[config.mk]
export PLATFORM = sky130hd
export DESIGN_NAME = phy_tx_lane_serializer
export DESIGN_NICKNAME = d
export VERILOG_FILES = /design/src/rtl/phy_tx_lane_serializer.sv
export SDC_FILE = /design/constraint.sdc
export NUM_CORES = 1
export LEC_CHECK = 0
export ABC_CLOCK_PERIOD_IN_PS = 4000
export BUFFER_PORTS_ARGS = -buffer_cell sky130_fd_sc_hd__buf_2
export CAP_MARGIN = 10
export CORE_ASPECT_RATIO = 1.4
export CORE_MARGIN = 2
export CORE_UTILIZATION = 50
export DETAILED_ROUTE_END_ITERATION = 10
export GPL_TIMING_DRIVEN = 0
export PLACE_DENSITY_LB_ADDON = 0.05
export SYNTH_ARGS = -nofsm -noshare
export SYNTH_HDL_FRONTEND = slang
export SYNTH_SLANG_ARGS = --single-unit
[constraint.sdc]
create_clock -name clk -period 4 [get_ports clk]
set_input_delay 0.4 -clock clk [delete_from_list [all_inputs] [get_ports clk]]
set_output_delay 0.4 -clock clk [all_outputs]
set_load 0.02 [all_outputs]
[src/rtl/phy_tx_lane_serializer.sv]
// Multi-lane PHY transmit serializer: stripes WIDTH-bit words byte-wise across LANES
// serial outputs (MSB first), with COM sync frames after reset and IDLE fill when starved.
module phy_tx_lane_serializer #(
   parameter int          WIDTH       = 32,
   parameter int          LANES       = 2,
   parameter int          SYNC_FRAMES = 4,
   parameter logic [7:0]  COM         = 8'hBC,
   parameter logic [7:0]  IDLE        = 8'h7C
) (
   input  logic             clk,
   input  logic             reset_L,
   input  logic [WIDTH-1:0] in_data,
   input  logic             in_valid,
   output logic             in_ready,
   output logic [LANES-1:0] serial_o,
   output logic             tx_k,
   output logic             active
);

   localparam int BPL     = WIDTH / (8 * LANES);
   localparam int FRAME_W = 8 * BPL;
   localparam int NBYTES  = WIDTH / 8;
   localparam int IDX_W   = (BPL > 1) ? $clog2(BPL) : 1;
   localparam int SYNC_W  = $clog2(SYNC_FRAMES + 1);

   if (LANES < 1) begin : g_bad_lanes
      $error("phy_tx_lane_serializer: LANES must be >= 1");
   end
   if (WIDTH % (8 * LANES) != 0) begin : g_bad_width
      $error("phy_tx_lane_serializer: WIDTH must be a multiple of 8*LANES");
   end
   if (SYNC_FRAMES < 1) begin : g_bad_sync
      $error("phy_tx_lane_serializer: SYNC_FRAMES must be >= 1");
   end

   typedef enum logic {
      ST_SYNC   = 1'b0,
      ST_ACTIVE = 1'b1
   } state_t;

   state_t                          state;
   state_t                          state_next;
   logic [2:0]                      bit_cnt;
   logic [IDX_W-1:0]                byte_idx;
   logic [SYNC_W-1:0]               sync_cnt;
   logic [LANES-1:0][FRAME_W-1:0]   lane_sr;
   logic [LANES-1:0][FRAME_W-1:0]   data_frame;
   logic [LANES-1:0][FRAME_W-1:0]   load_frame;
   logic                            load_k;
   logic [WIDTH-1:0]                hold_data;
   logic                            hold_valid;
   logic                            tx_k_q;
   logic                            frame_end;
   logic                            consume;
   logic                            capture;

   assign frame_end = (bit_cnt == 3'd7) && (byte_idx == IDX_W'(BPL - 1));
   assign active    = (state == ST_ACTIVE);
   assign consume   = frame_end && active && hold_valid;
   assign in_ready  = !hold_valid || (active && frame_end);
   assign capture   = in_valid && in_ready;
   assign tx_k      = tx_k_q;

   for (genvar k = 0; k < LANES; k++) begin : g_serial
      assign serial_o[k] = lane_sr[k][FRAME_W-1];
   end

   always_ff @(posedge clk or negedge reset_L) begin
      if (!reset_L) begin
         state <= ST_SYNC;
      end else begin
         state <= state_next;
      end
   end

   // Leave SYNC on the edge that loads the last COM frame.
   always_comb begin
      state_next = state;
      case (state)
         ST_SYNC: begin
            if (frame_end && (sync_cnt == SYNC_W'(SYNC_FRAMES - 1))) begin
               state_next = ST_ACTIVE;
            end
         end
         ST_ACTIVE: state_next = ST_ACTIVE;
         default:   state_next = ST_SYNC;
      endcase
   end

   // Byte j of the held word lands in lane j%LANES, slot j/LANES (slot 0 sits at the top).
   always_comb begin
      data_frame = '0;
      for (int j = 0; j < NBYTES; j++) begin
         data_frame[j % LANES][FRAME_W-1-8*(j/LANES) -: 8] = hold_data[WIDTH-1-8*j -: 8];
      end
   end

   always_comb begin
      load_frame = '0;
      load_k     = 1'b1;
      if (state == ST_SYNC) begin
         for (int k = 0; k < LANES; k++) begin
            load_frame[k] = {BPL{COM}};
         end
      end else if (hold_valid) begin
         load_frame = data_frame;
         load_k     = 1'b0;
      end else begin
         for (int k = 0; k < LANES; k++) begin
            load_frame[k] = {BPL{IDLE}};
         end
      end
   end

   // Reset parks the counters at frame_end so the first edge after release loads a frame.
   always_ff @(posedge clk or negedge reset_L) begin
      if (!reset_L) begin
         bit_cnt  <= 3'd7;
         byte_idx <= IDX_W'(BPL - 1);
         sync_cnt <= '0;
      end else if (frame_end) begin
         bit_cnt  <= 3'd0;
         byte_idx <= '0;
         if (state == ST_SYNC) begin
            sync_cnt <= sync_cnt + SYNC_W'(1);
         end
      end else begin
         bit_cnt <= bit_cnt + 3'd1;
         if (bit_cnt == 3'd7) begin
            byte_idx <= byte_idx + IDX_W'(1);
         end
      end
   end

   always_ff @(posedge clk or negedge reset_L) begin
      if (!reset_L) begin
         lane_sr <= '0;
         tx_k_q  <= 1'b1;
      end else if (frame_end) begin
         lane_sr <= load_frame;
         tx_k_q  <= load_k;
      end else begin
         for (int k = 0; k < LANES; k++) begin
            lane_sr[k] <= {lane_sr[k][FRAME_W-2:0], 1'b0};
         end
      end
   end

   // A capture on a consuming edge refills the holding register in the same cycle.
   always_ff @(posedge clk or negedge reset_L) begin
      if (!reset_L) begin
         hold_valid <= 1'b0;
         hold_data  <= '0;
      end else if (capture) begin
         hold_valid <= 1'b1;
         hold_data  <= in_data;
      end else if (consume) begin
         hold_valid <= 1'b0;
      end
   end

endmodule
After elaboration in Yosys (flattened, before gate mapping) --
Index checks and enable logic that the tools add are counted.
Word-level totals: bits in registers 74, bits of input ports 35, output and inout port bits 5, logic and storage cells 37
Cells by class: $add $sub $neg 3, eq/ne operators 2, muxes and demuxes 12, bitwise gates (word level) 1, reductions and logical operators 10
Operators with widths (number):
- 32-bit 2-to-1 mux | 3
- 1-bit 2-to-1 mux | 7
- 3-bit by 1-bit adder with 3-bit output (second input constant) | 2
- 1-bit logical AND | 5
- 2-bit nonzero test | 2
- 3-bit by 2-bit == test with 1-bit output (second input constant) | 1
- 3-bit == test (second input constant) | 1
- 3-bit 2-to-1 mux | 1
- 1-bit case mux with 2 select lines | 1
- 2-bit AND reduction | 1
- 1-bit adder (second input constant) | 1
- 1-bit zero test | 1
- 1-bit logical OR | 1
- 1-bit inverter | 1

Depth between registers and ports, before layout --
depth in word-level cells 6, depth in mapped cells 7, mapped depth without buffers 5

Worst setup path after synthesis --
OpenSTA, ideal clock, no wires.
path kind register -> register, from register bit_cnt[0], to register hold_data[0], library setup time 0.125 ns, data arrival time 1.694 ns, required time 3.875 ns, setup slack 2.182 ns, cell stages (with the launch flop) 7, buffers on the path 1, period minus slack after synthesis 1.818 ns, cells stage by stage dfstp_2 > ha_1 > ha_1 > nand3_2 > a21boi_4 > buf_6 > mux2_2
On the way: longest elaborated chain between the ends 5
Ends and longest elaborated chain:
- start, declared | RTL line 43 | logic [2:0] bit_cnt;
- start signal, assigned | RTL line 128 | bit_cnt <= bit_cnt + 3'd1;
- 3-bit == test | RTL line 57 | assign frame_end = (bit_cnt == 3'd7) && (byte_idx == IDX_W'(BPL - 1));
- 1-bit logical AND | RTL line 57
- 1-bit logical AND | RTL line 60 | assign in_ready = !hold_valid || (active && frame_end);
- 1-bit logical OR | RTL line 60
- 1-bit logical AND | RTL line 61 | assign capture = in_valid && in_ready;
- end signal, assigned | RTL line 156 | hold_data <= in_data;
- end, declared | RTL line 50 | logic [WIDTH-1:0] hold_data;
No other way between the ends. A chain may end at the register's enable or synchronous reset.

Worst setup path in the final report --
from register bit_cnt[0], to output in_ready
On the way: longest elaborated chain between the ends 4
Ends and longest elaborated chain:
- 3-bit == test | RTL line 57
- 1-bit logical AND | RTL line 57
- 1-bit logical AND | RTL line 60
- 1-bit logical OR | RTL line 60
- end, declared | RTL line 14 | output logic in_ready,
No other way between the ends.

==> results_dict.tcl <==
set metrics [dict create \
    status "finished clean" \
    vias_per_cell 5.26 \
    synth_top_area_cell "dfrtp_1" \
    finalCriticalPeriod_ns 2.09 \
    fin_area_sq_um 3320 \
    wire_per_inst_microns 16.0 \
    drv_slew 0 \
    grt_first_pass_wirelength_mm 8.38 \
    netlist_top_cells_area "dfrtp_1, mux2_2, o22a_1" \
    numCtsBuffers 9 \
    cts.sinks 74 \
    worst_slew_pin_slew_ns 0.873 \
    synth_cell_types 23 \
    pwr-share-seq_pct 53.1 \
    synth_warnings 0 \
    htree_levels 3 \
    dieWidth_microns 67.3 \
    power.switching_mw 0.299 \
    hold_viol 0 \
    synth_area_sq_um 2810 \
    diodes 0 \
    pre_cts_slack_ns 1.98 \
    ir_drop_mv 0.205 \
    critical_path_class "register to output port" \
    firstDrtPassIters 4 \
    layout.nets 279 \
    holdWs_ns 0.166 \
    setup_ws_ns 1.91 \
    hold_class "input pin to asynchronous set/reset pin" \
    leakagePower_nw 1.58 \
    swShare_pct 20.5 \
    dieArea_sq_um 6240 \
    post-cts-setup-buffers 0 \
    required_ns 3.60 \
    skew_ns 0.00603 \
    ys_seq_elements 74 \
    synth.top_cell.area_share_pct 61.5 \
    place_congestion 0.698 \
    syn_to_final_growth_pct 18.2 \
    grt_pass1_vias 1711 \
    nFillCells 446 \
    p_comb_share_pct 3.2 \
    internal_power_mw 1.16 \
    drive_above_1_share_pct 42.9 \
    cap_violations 0 \
    io_pins 40 \
    antenna_found_initial 0 \
    hpwl_mm 3.44 \
    cp_max_fo 4 \
    gr-total-overflow 0 \
    vias 1647 \
    placed_area_sq_um 3090 \
    drtIter0Drc 107 \
    setup_viol 0 \
    arrival_ns 1.69 \
    clkLatencyLatePin_ns 0.33 \
    yosysSeqAreaShare_pct 66.2 \
    synth_edf_count 0 \
    p_per_area_nw_per_um2 439 \
    setup.worst_path.end_class "output port" \
    die_y_microns 92.6 \
    start_util_pct 51.2 \
    cts_hold_buf 0 \
    syn_nets 229 \
    port_buffers 39 \
    synth_ff_type "dfrtp_1" \
    cts_resized 0 \
    num_rows 32 \
    cts_tree "done" \
    grtUsageTotal_pct 18.7 \
    pwr-share-clk_pct 43.7 \
    drc 0 \
    grt_max_degree 75 \
    fin_setup_tns_ns 0 \
    avgSynthCellArea_sq_um 14.8 \
    relSlewSlack_pct 41.8 \
    start_kind "register" \
    cts-root-buf "clkbuf_8" \
    wl_mm 4.99 \
    cts_max_path_buffers 2 \
    drtAntennaViolNets 0 \
    core_sq_um 5490 \
    synth_cells 190 \
    finalCritPeriodShare_pct 52.2 \
    rsz0062_at_grt "false" \
    fmax_mhz 479 \
    cts.clk_slew.worst_paths_ns 0.08 \
    fin_util_pct 60.5 \
    synthArstFlopShare_pct 100 \
]
## synth_stat cells (2+ instances only)
library cell / number
and2_1: 4
inv_1: 2
nand3_2: 2
o21ai_0: 8
nor2_1: 9
dfrtp_1: 69
buf_4: 3
xor2_1: 2
mux2_1: 2
buf_6: 3
a31oi_1: 4
ha_1: 4
nand2_1: 10
o22a_1: 16
mux2_2: 31
buf_2: 5
a22o_1: 6
dfstp_2: 5
## through the flow
stage	power [mW]	std cells
global placement	0.832	297
finish	1.46	313
detailed placement	0.836	297
global route	1.52	313
floorplan	0.801	190
CTS	1.48	313
## worst max-delay path, stage by stage, from the launching register on
cell,delay (ns)
dfstp_2,0.54
ha_1,0.14
ha_1,0.24
nand3_2,0.14
nand2_1,0.13
buf_2,0.17
## layout by cell type (no fill, tap or decap), types with 3 or more instances in the layout
| cell | synthesis | final |
|---|---|---|
| dfrtp_1 | 69 | 69 |
| buf_2 | 5 | 43 |
| mux2_2 | 31 | 31 |
| o22a_1 | 16 | 16 |
| nand2_1 | 10 | 10 |
| clkbuf_8 | 0 | 10 |
| nor2_1 | 9 | 9 |
| o21ai_0 | 8 | 8 |
| a22o_1 | 6 | 6 |
| dfstp_2 | 5 | 5 |
| and2_1 | 4 | 4 |
| buf_4 | 3 | 4 |
| a31oi_1 | 4 | 4 |
| ha_1 | 4 | 4 |
| buf_6 | 3 | 3 |
## final timing paths
kind / start / endpoint / slack, ns / depth (start not counted)
hold reg to reg: lane_sr[16] / lane_sr[17] / 0.47 / 1
setup reg to reg: bit_cnt[0] / hold_data[10] / 1.99 / 6
min in group clk: in_valid / hold_valid / 0.27 / 2
hold / removal: reset_L / hold_data[28] / 0.17 / 1
setup / recovery: bit_cnt[0] / in_ready / 1.91 / 5
max in group asynchronous: reset_L / hold_data[16] / 3.26 / 1
## cell type report
| cell class | instances | area, sq um | share of cell area (%) |
|---|---|---|---|
| plain buffers | 12 | 85.1 | 2.57 |
| clock buffers | 10 | 138 | 4.15 |
| clock inverters | 6 | 90.1 | 2.72 |
| inverters | 2 | 7.51 | 0.226 |
| multi-input cells | 102 | 856 | 25.8 |
| flip-flops and latches | 74 | 1860 | 56.0 |
| well taps | 68 | 85.1 | 2.57 |
| repair buffers | 39 | 198 | 5.96 |
## power groups by stage
stage	clock network [mW]	registers [mW]	logic, mW
global placement	0	0.786	0.0454
finish	0.637	0.773	0.0466
CTS	0.654	0.773	0.0484
global route	0.687	0.775	0.0530
floorplan	0	0.785	0.0161
detailed placement	0	0.788	0.0483
## flip-flops by register name (all words and copies together), names as in the netlist
signal and flops:
active 1, hold_valid 1, serial_o 2, byte_idx 1
tx_k 1, sync_cnt 3, lane_sr 30, hold_data 32
bit_cnt 3
## logic make-up after synthesis
logic type      count (synthesis)  share of synthesized area [%]
fa+ha+maj                       4                           1.78
xor+xnor                        2                          0.624
compound gates                 36                           10.1
mux                            34                           13.6
flops                          74                           66.2
buf+inv                        14                           3.30
simple gates                   26                           4.37
## per-layer routing
layer | track usage, % | up-vias | routed length, microns
met5 | 0 | - | 0
met4 | 9.69 | 0 | 59
met3 | 3.89 | 6 | 248
met2 | 28.8 | 41 | 2490
met1 | 24.7 | 832 | 2190
li1 | - | 768 | -
(Power assumes the default switching activity.)
